<file path="src/rtl/ram_write_arbiter.sv">
// ram_write_arbiter
//
// Arbitrates the single write port of the data RAM between the MiniAlu
// execute stage (core) and a host loader. The core has fixed priority. A
// saturating wait counter promotes the host once it has been blocked for
// MAX_WAIT consecutive cycles. The granted write is registered onto the RAM
// write port. Per-requester transfer counters feed the debug/status path.
//
// Ports:
//   Clock, Reset                        clock; asynchronous active-low reset
//   iCoreValid/iCoreAddr/iCoreData      core write request
//   oCoreReady                          core granted this cycle (combinational)
//   iHostValid/iHostAddr/iHostData      host write request
//   oHostReady                          host granted this cycle (combinational)
//   oWriteEnable/oWriteAddress/oDataIn  registered RAM write port
//   oHostPriority                       host promoted (wait counter == MAX_WAIT)
//   oCoreWrites/oHostWrites             16-bit wrapping transfer counters
module ram_write_arbiter #(
  parameter int DATA_WIDTH = 16,
  parameter int ADDR_WIDTH = 8,
  parameter int MAX_WAIT   = 3
) (
  input  logic                  Clock,
  input  logic                  Reset,
  input  logic                  iCoreValid,
  input  logic [ADDR_WIDTH-1:0] iCoreAddr,
  input  logic [DATA_WIDTH-1:0] iCoreData,
  output logic                  oCoreReady,
  input  logic                  iHostValid,
  input  logic [ADDR_WIDTH-1:0] iHostAddr,
  input  logic [DATA_WIDTH-1:0] iHostData,
  output logic                  oHostReady,
  output logic                  oWriteEnable,
  output logic [ADDR_WIDTH-1:0] oWriteAddress,
  output logic [DATA_WIDTH-1:0] oDataIn,
  output logic                  oHostPriority,
  output logic [15:0]           oCoreWrites,
  output logic [15:0]           oHostWrites
);

  localparam logic [3:0] WaitLimit = 4'(MAX_WAIT);

  logic [3:0] waitCount;
  logic       grantHost;
  logic       grantCore;

  // The host wins when the core is idle or when it has been promoted; the
  // two grants are mutually exclusive by construction.
  always_comb begin
    // NOTE: every signal driven here gets a value on every path, so no latch is inferred.
    oHostPriority = (waitCount == WaitLimit);
    grantHost     = iHostValid & (~iCoreValid | oHostPriority);
    grantCore     = iCoreValid & ~grantHost;
    oCoreReady    = grantCore;
    oHostReady    = grantHost;
  end

  // Wait counter: counts consecutive cycles in which the host is valid but
  // not granted, saturating at the promotion threshold.
  always_ff @(posedge Clock or negedge Reset) begin
    // NOTE: sequential state uses non-blocking assignments so every register samples pre-edge values.
    if (!Reset) begin
      waitCount <= '0;
    end else if (!iHostValid || grantHost) begin
      waitCount <= '0;
    end else if (waitCount != WaitLimit) begin
      waitCount <= waitCount + 4'd1;
    end
  end

  // Registered write port. Address and data hold between writes so the RAM
  // side sees stable values; only the enable pulses.
  always_ff @(posedge Clock or negedge Reset) begin
    if (!Reset) begin
      oWriteEnable  <= 1'b0;
      oWriteAddress <= '0;
      oDataIn       <= '0;
    end else if (grantHost) begin
      oWriteEnable  <= 1'b1;
      oWriteAddress <= iHostAddr;
      oDataIn       <= iHostData;
    end else if (grantCore) begin
      oWriteEnable  <= 1'b1;
      oWriteAddress <= iCoreAddr;
      oDataIn       <= iCoreData;
    end else begin
      oWriteEnable  <= 1'b0;
    end
  end

  // Debug transfer counters; 16-bit modulo wrap is intentional.
  always_ff @(posedge Clock or negedge Reset) begin
    if (!Reset) begin
      oCoreWrites <= '0;
      oHostWrites <= '0;
    end else begin
      if (grantCore) oCoreWrites <= oCoreWrites + 16'd1;
      if (grantHost) oHostWrites <= oHostWrites + 16'd1;
    end
  end

endmodule

</file>
<file path="config.mk">
export PLATFORM = sky130hd
export DESIGN_NAME = ram_write_arbiter
export DESIGN_NICKNAME = d
export VERILOG_FILES = /design/src/rtl/ram_write_arbiter.sv
export SDC_FILE = /design/constraint.sdc
export NUM_CORES = 1
export LEC_CHECK = 0
export BUFFER_PORTS_ARGS = -buffer_cell sky130_fd_sc_hd__buf_2
export CAP_MARGIN = 0
export CORE_ASPECT_RATIO = 0.9
export CORE_UTILIZATION = 44
export CTS_BUF_LIST = sky130_fd_sc_hd__clkbuf_2
export CTS_CLUSTER_DIAMETER = 150
export CTS_CLUSTER_SIZE = 8
export DETAILED_ROUTE_END_ITERATION = 10
export PLACE_DENSITY = 0.76
export SETUP_SLACK_MARGIN = 0.2
export SLEW_MARGIN = 20
export SYNTH_ARGS = -nofsm -noshare
export SYNTH_HDL_FRONTEND = slang
export SYNTH_SLANG_ARGS = --single-unit
</file>
<file path="constraint.sdc">
create_clock -name Clock -period 1.6 [get_ports Clock]
set_input_delay 0.32 -clock Clock [delete_from_list [all_inputs] [get_ports Clock]]
set_output_delay 0.32 -clock Clock [all_outputs]
set_load 0.01 [all_outputs]
</file>
# Word level (Yosys, flattened, before mapping)
# Index checks and enable logic that the tools add are counted.
# word_totals
regBits,61
latch_bits,0
ram_bits,0
mem_bits_ro,0
in_bits,52
out_inout_bits,60
wordCells,28
n_memories,0
# op_classes
add_sub_neg,3
n_mul,0
div,0
n_lt_le_gt_ge,0
eq_ne,2
shift,0
muxes,8
bitwise,5
n_reduce_logical,4
# op_table
op,n
16-bit by 1-bit adder with 16-bit output (second input constant),2
16-bit 2-to-1 mux,2
8-bit 2-to-1 mux,2
4-bit 2-to-1 mux,2
4-bit by 1-bit adder with 4-bit output (second input constant),1
4-bit by 2-bit == test with 1-bit output (second input constant),1
4-bit by 2-bit inequality test with 1-bit output (second input constant),1
2-bit nonzero test,2
1-bit AND,2
1-bit 2-to-1 mux,2
1-bit NOT,2
1-bit logical NOT,1
1-bit logical OR,1
1-bit OR,1

# Depth between registers and ports, before layout
# logic_depth
depth_word,7
ltp_mapped,7
ltp_nobuf,5

# Worst setup path before layout
# OpenSTA, ideal clock, no wires.
# synth_path
kind,register -> register
startpoint,register waitCount[0]
endpoint,register oWriteAddress[0]
setup_ns,0.127
arrival_ns,1.458
t_required_ns,1.473
slack_ns,0.015
stages_incl_launch_ff,8
n_path_buf,2
synth_period_minus_slack_ns,1.585
cell_sequence,dfrtp_1 > ha_1 > nand4bb_4 > and2_4 > buf_6 > buf_8 > a222oi_1 > inv_1
# synth_between
elab_chain_len,6
elab_cells_between_ends,7
classes_between,eq/ne (1); mux (1); bitwise (4); reduce/logical (1)
# synth_lines
item,line,rtl
start: declaration,43,logic [3:0] waitCount;
start signal: assignment,67,waitCount <= waitCount + 4'd1;
4-bit by 2-bit == test with 1-bit output,51,oHostPriority = (waitCount == WaitLimit);
1-bit OR,52,grantHost = iHostValid & (~iCoreValid | oHostPriority);
1-bit AND,52,
1-bit NOT,53,grantCore = iCoreValid & ~grantHost;
1-bit AND,53,
net oCoreReady,28,"output logic oCoreReady,"
2-bit nonzero test (no source line),-,
end signal: assignment,80,oWriteAddress <= iHostAddr;
end signal: assignment,84,oWriteAddress <= iCoreAddr;
end: declaration,34,"output logic [ADDR_WIDTH-1:0] oWriteAddress,"
# The timed path passes the listed nets, and every way through them passes these cells.
# A chain may end at the register's enable or synchronous reset.

# Worst setup path after layout
# layout_path
startpoint,register waitCount[1]
endpoint,register oDataIn[4]
# layout_between
elab_chain_len,6
elab_cells_between_ends,7
classes_between,eq/ne (1); mux (1); bitwise (4); reduce/logical (1)
# layout_lines
item,line,rtl
4-bit by 2-bit == test with 1-bit output *,51,
1-bit OR *,52,
1-bit AND *,52,
1-bit NOT,53,
1-bit AND,53,
2-bit nonzero test (no source line),-,
end signal: assignment,81,oDataIn <= iHostData;
end signal: assignment,85,oDataIn <= iCoreData;
end: declaration,35,"output logic [DATA_WIDTH-1:0] oDataIn,"
# Mark *: on every way between the ends. The rest lies on a longest branch, timed or not.

==> results.toml <==
[timing]
rsz0062_at_grt = "yes"
finalClockSkew_ns = 0.01732
worst_slack_ns = -0.3058
fmax_mhz = 524.7
finalCritPeriodShare = 1.191
timing.hold.ws_ns = 0.06481
max_slew.worst_pin.slew_ns = 0.3625
period_minus_slack_ns = 1.906
finalSetupTns_ns = -11.13
slew_viol_final = 0
setup_viol = 55
hold_viol = 0
slew_headroom = 0.7584

[yosys]
synth_area_um2 = 2655
yosys-top-cells-count = "dfrtp_1 (61), inv_1 (31), a222oi_1 (24)"
yosysMostFrequentCell = "dfrtp_1"
netlist.area_leader.share = 0.5749
synth_ff_type = "dfrtp_1"
synth.avg_cell_area_um2 = 11.91
synth_seq_cells = 61
synth.top_cells.by_area = "dfrtp_1 (57%), a222oi_1 (9.0%), xnor2_1 (5.3%), xor2_1 (5.3%), inv_1 (4.4%)"
ys_seq_area_frac = 0.5749
ys_types = 31
synth-edff-count = 0
syn_nets = 278
synth_area_leader_cell = "dfrtp_1"
yosysWarnings = 0
synthArstFlopShare = 1.000
synthCells = 223

[outcome]
failed_checks = "design-rule violations, negative setup slack"
status = "finished with violations"

[clocking]
path_clk_slew_ns = 0.18
cts.sinks = 61
clk_latency_ns = 0.47
cts_root_buffer = "clkbuf_2"
htree_levels = 3
cts_buffers = 9
clockBufferDepth = 2
cts_tree = "yes"

[detailed_routing]
wl_per_cell_um = 16.82
drcViolationCount = 12
via_count = 2683
via_per_inst = 5.230
wl_um = 8630
dr.pass1.iters = 9
ant_nets = 0
drt-initial-drc-count = 195

[floorplan]
die_y_um = 75.70
core_um2 = 5758
rows = 26
initial_utilization = 0.4611
io_pins = 112
die_area_um2 = 6349
die_width_um = 83.88

[power_and_ir_drop]
ir_drop_mv = 0.7860
leakage_nw = 2.492
powerDensity_nw_per_um2 = 1039

[worst_setup_path]
max_stage_delay_ns = 0.44
reg2reg_from = "waitCount[1]$_DFFE_PN0P_"
critPathCaptureType = "flip-flop"
crit_start = "waitCount[1]$_DFFE_PN0P_"
cp_common_cell = "buf_6"
critical_path.cell_chain = "ha_4, nand4bb_4, buf_4, buf_6, buf_6, and2_4, buf_6, a222oi_1, inv_1"
timing.reg2reg.setup_slack_ns = -0.31
worstPathRequired_ns = 1.98
startpoint_type = "flip-flop"
r2r-end = "oDataIn[4]$_DFFE_PN0P_"
worstRegToRegCells = 9
arrival_ns = 2.28
worstSetupPathType = "flip-flop to flip-flop"
slowest_stage = "dfrtp_1"
cp_max_fo = 7

[finish]
layout.nets = 493
area_growth_pct = 74.41
num_antenna_cells = 0
stdcell_count = 513
drive_gt1_frac = 0.6095

[job]
maxCapViolations = 0

[worst_hold_path]
hp-start = "iCoreData[4]"
hold-path-cell-count = 3
worstHoldPathType = "input pin to flip-flop"
holdPathEnd = "oDataIn[4]$_DFFE_PN0P_"

[grt]
grt_pass1_wl_um = 11740
grtUsageTotal = 0.2498
first_global_vias = 2334
grt_antenna_before_repair = 0
grt-ovfl-total = 0
grt_max_degree = 62

[placement]
hpwl_um = 4324
routabilityCongestion = 0.7175
port_buffers = 111
dp_cells = 408
==> per-stage QoR <==
stage	power [mW]	instance area, um^2	setup slack, ns	util
global route	5.044	4631	-0.3812	0.8042
detailed placement	2.925	3401	-0.02840	0.5906
floorplan	2.452	2699	0.07439	-
CTS	4.476	4225	-0.3183	0.7338
finish	4.814	4631	-0.3058	0.8042
global placement	2.892	3401	0.04722	0.5906
==> cell families (layout without fill, tap and decap cells) <==
kind of cell / count (synthesis) / after routing / synth area share
buf+inv: 39 / 258 / 0.06739
xor+xnor: 32 / 32 / 0.1056
simple gates: 60 / 61 / 0.1315
fa+ha+maj: 3 / 3 / 0.01414
compound gates: 26 / 26 / 0.09802
mux: 2 / 2 / 0.008482
flops: 61 / 61 / 0.5749
==> area by class of cell <==
cell class / count / area, um^2
repair buffers: 211 / 1575
multi-input cells: 124 / 1186
fillers: 364 / 1127
well taps: 70 / 87.58
flip-flops and latches: 61 / 1530
inverters: 31 / 116.4
clock inverters: 7 / 90.09
clock buffers: 9 / 45.04
==> what timing repair did <==
| action | in CTS | in global routing |
|---|---|---|
| buffers inserted | 55 | 29 |
| hold buffers | 1 | 0 |
| endpoints found under the setup margin | 95 | 113 |
| resized for setup | 43 | 30 |
| pin swaps | 39 | 16 |
| gates cloned | 3 | 1 |
| hold endpoints to repair | 61 | 0 |
==> registers in the layout (all words and copies together) (netlist names) <==
signal,count
oHostWrites,16
oWriteAddress,8
oWriteEnable,1
oCoreWrites,16
waitCount,4
oDataIn,16
==> where the power goes <==
part           internal [mW]  total [mW]  switching, mW
combinational          0.976        1.76          0.785
clock                  0.510        1.10          0.588
sequential              1.76        1.96          0.191
total                   3.25        4.81           1.56
==> per-layer routing <==
| layer | part of all wire | routed length, um | up-vias | global-route usage |
|---|---|---|---|---|
| li1 | - | - | 1229 | - |
| met1 | 0.40 | 3471 | 1340 | 0.3213 |
| met2 | 0.53 | 4547 | 104 | 0.4244 |
| met3 | 0.057 | 488 | 10 | 0.06392 |
| met4 | 0.014 | 122 | 0 | 0.08046 |
| met5 | 0 | 0 | - | 0 |
==> worst max-delay path: cells and delay by family, from the launching register on <==
family / cells / cell delay (ns)
compound gates: 1 / 0.30
fa+ha+maj: 1 / 0.17
buf+inv: 5 / 0.61
flops: 1 / 0.44
simple gates: 2 / 0.31
==> worst max path at each step <==
stage | slack [ns] | cells after the start | endpoint
6_report | -0.31 | 9 | oDataIn[4]$_DFFE_PN0P_
4_1_cts | -0.32 | 5 | oHostReady
5_1_grt | -0.38 | 5 | oHostReady
3_3_place_gp | 0.05 | 6 | oWriteAddress[3]$_DFFE_PN0P_
3_5_place_dp | -0.03 | 6 | oWriteAddress[2]$_DFFE_PN0P_
2_1_floorplan | 0.07 | 7 | oWriteAddress[0]$_DFFE_PN0P_
==> layout by cell type (no fill, tap or decap), types with 2 or more instances in the layout <==
cell type    n
nand2_4      2
and3_1       2
buf_4       72
clkbuf_2     9
nand3_2      2
buf_8        3
nor2_2       3
nand2_1      4
nand2_2      3
and2_4       2
a222oi_1    24
nand4_1      5
xor2_1      16
buf_12       6
nor3_2       7
bufinv_16    2
dfrtp_1     58
nand3_1      5
clkinv_2     2
inv_1       31
and4_1       4
dfrtp_2      3
xnor2_2      7
nor2_1       7
buf_2      103
xnor2_1      9
buf_6       23
Note: power is estimated with default switching activity, not from simulation.
